<file path="src/rtl/hazard_scoreboard.sv">
// rtl/hazard_scoreboard.sv - D-stage stall and forwarding-select controller for the 5-stage MIPS pipeline
// Shadows dst/tnew of the E/M/W instructions and compares against the D-stage Tuse.
module hazard_scoreboard #(
  parameter int CNT_W = 32
) (
  input  logic             clk,
  input  logic             reset,
  input  logic [31:0]      instr_d,
  output logic             stall,
  output logic [1:0]       fwd_rs_d,
  output logic [1:0]       fwd_rt_d,
  output logic [1:0]       fwd_rs_e,
  output logic [1:0]       fwd_rt_e,
  output logic             fwd_rt_m,
  output logic [CNT_W-1:0] stall_count
);

  localparam logic [5:0] OP_SPECIAL = 6'h00;
  localparam logic [5:0] OP_JAL     = 6'h03;
  localparam logic [5:0] OP_BEQ     = 6'h04;
  localparam logic [5:0] OP_ORI     = 6'h0d;
  localparam logic [5:0] OP_LUI     = 6'h0f;
  localparam logic [5:0] OP_LW      = 6'h23;
  localparam logic [5:0] OP_SW      = 6'h2b;
  localparam logic [5:0] FN_JR      = 6'h08;
  localparam logic [5:0] FN_ADDU    = 6'h21;
  localparam logic [5:0] FN_SUBU    = 6'h23;

  typedef struct packed {
    logic [4:0] rs;
    logic [4:0] rt;
    logic [4:0] dst;
    logic [1:0] tnew;
  } entryT;

  entryT      decEntry;
  entryT      stageE, stageM, stageW;
  logic       rsUse, rtUse;
  logic [1:0] rsTuse, rtTuse;

  wire [5:0] op    = instr_d[31:26];
  wire [5:0] funct = instr_d[5:0];
  wire [4:0] rsF   = instr_d[25:21];
  wire [4:0] rtF   = instr_d[20:16];
  wire [4:0] rdF   = instr_d[15:11];

  // Operands without a use are stored as $0 so they can never match a producer.
  always_comb begin
    decEntry = '0;
    rsUse    = 1'b0;
    rtUse    = 1'b0;
    rsTuse   = 2'd0;
    rtTuse   = 2'd0;
    case (op)
      OP_SPECIAL: begin
        case (funct)
          FN_ADDU, FN_SUBU: begin
            rsUse = 1'b1; rsTuse = 2'd1;
            rtUse = 1'b1; rtTuse = 2'd1;
            decEntry.dst  = rdF;
            decEntry.tnew = 2'd1;
          end
          FN_JR: begin
            rsUse = 1'b1; rsTuse = 2'd0;
          end
          default: ;
        endcase
      end
      OP_ORI: begin
        rsUse = 1'b1; rsTuse = 2'd1;
        decEntry.dst  = rtF;
        decEntry.tnew = 2'd1;
      end
      OP_LUI: begin
        decEntry.dst  = rtF;
        decEntry.tnew = 2'd1;
      end
      OP_LW: begin
        rsUse = 1'b1; rsTuse = 2'd1;
        decEntry.dst  = rtF;
        decEntry.tnew = 2'd2;
      end
      OP_SW: begin
        rsUse = 1'b1; rsTuse = 2'd1;
        rtUse = 1'b1; rtTuse = 2'd2;
      end
      OP_BEQ: begin
        rsUse = 1'b1; rsTuse = 2'd0;
        rtUse = 1'b1; rtTuse = 2'd0;
      end
      OP_JAL: begin
        decEntry.dst  = 5'd31;
        decEntry.tnew = 2'd0;
      end
      default: ;
    endcase
    decEntry.rs = rsUse ? rsF : 5'd0;
    decEntry.rt = rtUse ? rtF : 5'd0;
  end

  function automatic logic hazard(input logic [4:0] src, input logic [1:0] tuse, input entryT ent);
    return (src != 5'd0) && (src == ent.dst) && (tuse < ent.tnew);
  endfunction

  function automatic logic [1:0] ageTnew(input logic [1:0] tnew);
    return (tnew == 2'd0) ? 2'd0 : tnew - 2'd1;
  endfunction

  function automatic logic [1:0] selD(input logic [4:0] src, input entryT ente, input entryT entm);
    if (src == 5'd0)                                 return 2'd0;
    else if (src == ente.dst && ente.tnew == 2'd0)   return 2'd1;
    else if (src == entm.dst && entm.tnew == 2'd0)   return 2'd2;
    else                                             return 2'd0;
  endfunction

  function automatic logic [1:0] selE(input logic [4:0] src, input entryT entm, input entryT entw);
    if (src == 5'd0)                                 return 2'd0;
    else if (src == entm.dst && entm.tnew == 2'd0)   return 2'd2;
    else if (src == entw.dst)                        return 2'd3;
    else                                             return 2'd0;
  endfunction

  always_comb begin
    stall = (hazard(decEntry.rs, rsTuse, stageE) || hazard(decEntry.rs, rsTuse, stageM) ||
             hazard(decEntry.rt, rtTuse, stageE) || hazard(decEntry.rt, rtTuse, stageM));
    fwd_rs_d = selD(decEntry.rs, stageE, stageM);
    fwd_rt_d = selD(decEntry.rt, stageE, stageM);
    fwd_rs_e = selE(stageE.rs, stageM, stageW);
    fwd_rt_e = selE(stageE.rt, stageM, stageW);
    fwd_rt_m = (stageM.rt != 5'd0) && (stageW.dst == stageM.rt);
  end

  always_ff @(posedge clk) begin
    if (reset) begin
      stageE      <= '0;
      stageM      <= '0;
      stageW      <= '0;
      stall_count <= '0;
    end else begin
      stageE      <= stall ? entryT'('0) : decEntry;
      stageM      <= '{rs: stageE.rs, rt: stageE.rt, dst: stageE.dst, tnew: ageTnew(stageE.tnew)};
      stageW      <= '{rs: stageM.rs, rt: stageM.rt, dst: stageM.dst, tnew: ageTnew(stageM.tnew)};
      if (stall && (stall_count != {CNT_W{1'b1}}))
        stall_count <= stall_count + {{(CNT_W-1){1'b0}}, 1'b1};
    end
  end

endmodule

</file>
<file path="config.mk">
export PLATFORM = sky130hd
export DESIGN_NAME = hazard_scoreboard
export DESIGN_NICKNAME = d
export VERILOG_FILES = /design/src/rtl/hazard_scoreboard.sv
export SDC_FILE = /design/constraint.sdc
export NUM_CORES = 1
export LEC_CHECK = 0
export CORE_ASPECT_RATIO = 0.75
export CORE_MARGIN = 4
export CORE_UTILIZATION = 56
export CTS_CLUSTER_SIZE = 14
export DETAILED_ROUTE_END_ITERATION = 10
export PLACE_DENSITY = 0.86
export SLEW_MARGIN = 5
export SYNTH_ARGS = -nofsm -noshare
export SYNTH_HDL_FRONTEND = slang
export SYNTH_SLANG_ARGS = --single-unit
</file>
<file path="constraint.sdc">
create_clock -name clk -period 6.2 [get_ports clk]
set_clock_uncertainty 0.05 [all_clocks]
set_input_delay 1.24 -clock clk [delete_from_list [all_inputs] [get_ports clk]]
set_output_delay 1.24 -clock clk [all_outputs]
set_load 0.01 [all_outputs]
</file>
[After elaboration in Yosys (flattened, before gate mapping)]
Index checks and enable logic that the tools add are counted.
Word-level totals
  logic and storage cells: 94
  bits in registers: 66
Cells by class
  reductions and logical operators: 37
  $lt $le $gt $ge: 4
  equal/unequal tests: 19
  mux-type cells: 23
  add/subtract/negate cells: 2
Operator list (number)
  5-bit equality test: 9
  32-bit by 1-bit adder with 32-bit output, second input constant: 1
  32-bit inequality test, second input constant: 1
  7-bit one-hot mux with 4 select lines: 1
  6-bit equality test, second input constant: 4
  2-bit two-way mux: 12
  5-bit logical NOT: 4
  6-bit by 4-bit equality test with 1-bit output, second input constant: 3
  1-bit logical AND: 16
  5-bit nonzero test: 3
  5-bit two-way mux: 2
  2-bit OR reduction: 5
  2-bit < comparator: 4
  7-bit two-way mux: 1
  6-bit by 2-bit equality test with 1-bit output, second input constant: 1
  6-bit by 3-bit equality test with 1-bit output, second input constant: 1
  6-bit logical NOT: 1
  1-bit one-hot mux with 2 select lines: 3
  3-bit OR reduction: 2
  2-bit logical NOT: 2
  2-bit one-hot mux with 2 select lines: 1
  4-bit OR reduction: 1
  1-bit logical OR: 3
  1-bit two-way mux: 3
  2-bit by 1-bit subtractor with 2-bit output, second input constant: 1

[Logic depth before layout (Yosys ltp)]
  depth in word-level cells: 12
  gate-level depth with buffers: 13
  mapped depth without buffers: 10

[Worst setup path after synthesis]
OpenSTA, ideal clock, no wires.
  path type: input to output
  from: input instr_d[31]
  to: output stall
  data required time: 4.910 ns
  stages on the path: 11
  arrival: 3.806 ns
  setup slack: 1.104 ns
  buffers on the path: 4
  cell sequence: or4_4 > or3_1 > buf_2 > and2_4 > buf_6 > or4b_1 > o31ai_1 > a21oi_2 > buf_6 > buf_6 > inv_1
On the way
  longest elaborated chain between the ends: 10
  elaborated cells between the ends (all ways): 35
Ends and longest elaborated chain
  start: declaration: RTL line 8  | input logic [31:0] instr_d,
  6-bit equality test, or another cell as far along: RTL line 54  | case (op)
  4-bit OR reduction (no line)
  1-bit one-hot mux with 2 select lines: RTL line 54
  5-bit two-way mux: RTL line 97  | decEntry.rs = rsUse ? rsF : 5'd0;
  5-bit equality test or 5-bit nonzero test (tied branches): RTL line 102  | return (src != 5'd0) && (src == ent.dst) && (tuse < ent.tnew);
  1-bit logical AND (2 in series): RTL line 102
  1-bit logical OR (2 in series): RTL line 124  | stall = (hazard(decEntry.rs, rsTuse, stageE) || hazard(decEntry.rs, rsTuse, stageM) ||
  1-bit logical OR (*): RTL line 125  | hazard(decEntry.rt, rtTuse, stageE) || hazard(decEntry.rt, rtTuse, stageM));
  end: declaration: RTL line 9  | output logic stall,
Mark *: on every way between the ends. The rest lies on a longest branch, timed or not.

[Worst setup path after layout]
Same ends and word-level chain as after synthesis.

==> key figures <==
Synth
  • Synth top cells by count: dfxtp_1, nor2_1, xnor2_1
  • Synth Instances: 441
  • Synth area leader: dfxtp_1
  • Post-synthesis mux area share: 0.00690
  • Post-synth ARST share: 0
  • Count of cell types in the netlist: 65
  • Synth Area in Simple Gates: 0.345
  • Synthesis warning total: 0
  • Seq/Total Area, Yosys: 0.347
  • Synthesized Nets: 479
  • Adder-cell share of the synthesized area: 0.0131
  • Main combinational cell family by area after synthesis: simple AND/OR/NAND/NOR gates
  • Cell with the most instances after synthesis: dfxtp_1
  • Synth Area in XOR/XNOR: 0.136
  • Compound-Gate Fraction of Synth Area: 0.104
  • Post-synth EDFFs: 0
  • Post-synth top area share: 0.347
  • Flops & latches, synth: 66
  • Ys flop type: dfxtp_1
  • Mapped Area: 0.00381 mm²
  • Synth Area per Inst: 8.64 µm²
  • Largest cells by area after synthesis: dfxtp_1, xnor2_1, nor2_1

Run status
  • Run status: finished clean

Placement
  • Pre-CTS setup slack: 0.273 ns
  • Buffers added on ports: 70
  • GPL Wtd Cong: 1.01
  • Dpl hpwl: 7440 µm
  • Placed inst area: 0.00453 mm²

Final layout
  • Area growth syn-to-layout: 24.0%
  • Register Area: 0.00132 mm²
  • # diodes: 0
  • Filler cells: 492
  • Share of cells above drive strength 1: 0.111
  • Fin area: 0.00472 mm²
  • Multi-input logic area: 0.00232 mm²
  • Layout net count: 541

Min path
  • Hold Crit Class: flip-flop to flip-flop
  • Hold Path Cell Cnt: 2

Worst setup path
  • CP arrival: 4.70 ns
  • Max incr delay on CP: 0.61 ns
  • Worst Reg-to-Reg Cells: 10
  • CP most frequent cell: clkdlybuf4s50_1
  • Slowest CP cell: or4_4
  • Critical path type: primary input to output pin
  • Cell Chain, Critical Path: clkdlybuf4s50_1, or4_4, or3_1, and2_4, or4b_1, o31ai_1, a21oi_4, inv_1, clkdlybuf4s50_1
  • Critical Path Fanout Max: 8
  • Crit end category: output pin
  • Worst setup SP type: primary input
  • Required @ worst endpoint: 4.91 ns

Pwr
  • Pwr Density: 183 mW/mm²
  • Max VDD drop: 0.169 mV
  • P_leak: 1.57 nW
  • Overall Power: 0.862 mW

Global route
  • Vias in the first global route: 3467
  • GRT Util Overall: 0.256
  • Initial antenna violation count: 0
  • Largest net degree at the start of global routing: 52
  • First-pass GRT wire length: 16600 µm
  • GRT overflow: 0

Drt
  • Vias after detailed routing: 3503
  • DR vias/cell: 5.97
  • DRC viols: 0
  • Final ANT Viol Nets: 0
  • Drt first-iter violations: 277
  • Drt pass-1 iters: 5
  • Total wire length: 10000 µm
  • DR WL/cell: 17.1 µm

Clocking
  • Post-CTS sizing: 0
  • TritonCTS Buffers: 9
  • Worst skew pair latency: 0.34 ns
  • Root Driver: clkbuf_8
  • Setup Fix Bufs, Post-CTS: 0
  • H-tree depth: 3
  • Hold buffer count at cts: 0
  • CTS clk-pin slew, worst paths: 0.07 ns
  • Maximum buffer depth of the clock tree: 2
  • Clock Sinks: 66
  • CTS tree: built

STA
  • Fin. max-slew vios: 0
  • Post-layout minimum cycle time: 5.99 ns
  • Relative slew slack: 0.413
  • FMAX: 167 MHz
  • Final hold vios: 0
  • Setup violators final: 0
  • RSZ-0062 raised after global routing: false
  • Final worst slack: 0.206 ns
  • Slew @ Worst Pin: 0.879 ns
  • Fin crit share: 0.967
  • Fin Setup TNS: 0 ns
  • Final hold slack: 0.449 ns

Floorplan
  • Die Area: 0.00820 mm²
  • Initial Util: 0.591
  • Core area: 0.00644 mm²
  • Die width: 103 µm
  • IO Count: 76
  • Row cnt: 25
  • Die height: 79.4 µm

Flow run
  • Max Cap Viol: 0
## cell type report
cell class,count,share of cell area
clock buffer,11,0.0321
clock inverter,3,0.00848
inverter,18,0.0143
multi-input combinational,335,0.491
sequential,66,0.280
tap,81,0.0215
timing repair buffer,73,0.153
## registers in the layout, summed over array words and instances, names as in the netlist
register / count
stageE: 17
stageM: 12
stageW: 5
stall_count: 32
## through the flow
stage,util,instances
after floorplan,-,441
after global placement,0.703,573
after detailed placement,0.703,573
after CTS,0.733,587
after global routing,0.733,587
final,0.733,587
## report_power, final
group / internal, mW / leakage [nW] / switching, mW
combinational: 0.0346 / 0.939 / 0.0375
clock: 0.202 / 0.101 / 0.160
sequential: 0.426 / 0.532 / 0.00272
## cells in the final DEF (no fill, tap or decap), drive strengths merged, types with 2 or more instances in the layout
cell,synthesis,routed
or4,6,6
nor4b,6,6
xor2,15,15
and2,8,8
a31o,2,2
or4b,3,3
dfxtp,66,66
buf,8,3
nand4,6,6
o211ai,2,2
clkinv,0,2
nand2,24,24
clkdlybuf4s50,0,70
a21oi,21,21
or2,3,3
mux2,2,2
or3,6,6
clkbuf,14,11
nand3,19,19
o21ai,11,11
nor2b,16,16
o22a,2,2
nor2,49,49
xnor2,44,44
ha,4,4
nor4,22,22
o31ai,2,2
a22oi,6,6
nand2b,6,6
nor3b,4,4
inv,18,18
nor3,19,19
a32oi,2,2
a2bb2oi,2,2
and3,6,6
## kinds of logic after synthesis
kind of cell,count (synthesis)
AND/OR/NAND/NOR,210
multiplexers,2
adder cells (fa/ha/maj),4
buffers and inverters,40
flip-flops,66
AO/OA/AOI/OAI,60
XOR/XNOR,59
## layer usage
| layer | part of all wire | global-route usage | vias up |
|---|---|---|---|
| li1 | - | - | 1673 |
| met2 | 0.48 | 0.415 | 144 |
| met1 | 0.45 | 0.345 | 1682 |
| met3 | 0.067 | 0.0664 | 4 |
| met5 | 0 | 0 | - |
| met4 | 0.0051 | 0.0530 | 0 |
## final timing paths
| check | start | to | slack (ns) |
|---|---|---|---|
| setup / recovery | instr_d[31] | stall | 0.21 |
| hold / removal | stall_count[1] | stall_count[1] | 0.45 |
| setup reg to reg | stall_count[3] | stall_count[27] | 2.79 |
| hold reg to reg | stall_count[1] | stall_count[1] | 0.45 |
## critical path, delay by kind of cell
family,cells,cell delay [ns]
simple gates,4,1.85
compound gates,2,0.48
buf+inv,3,1.14
(Power assumes the default switching activity.)
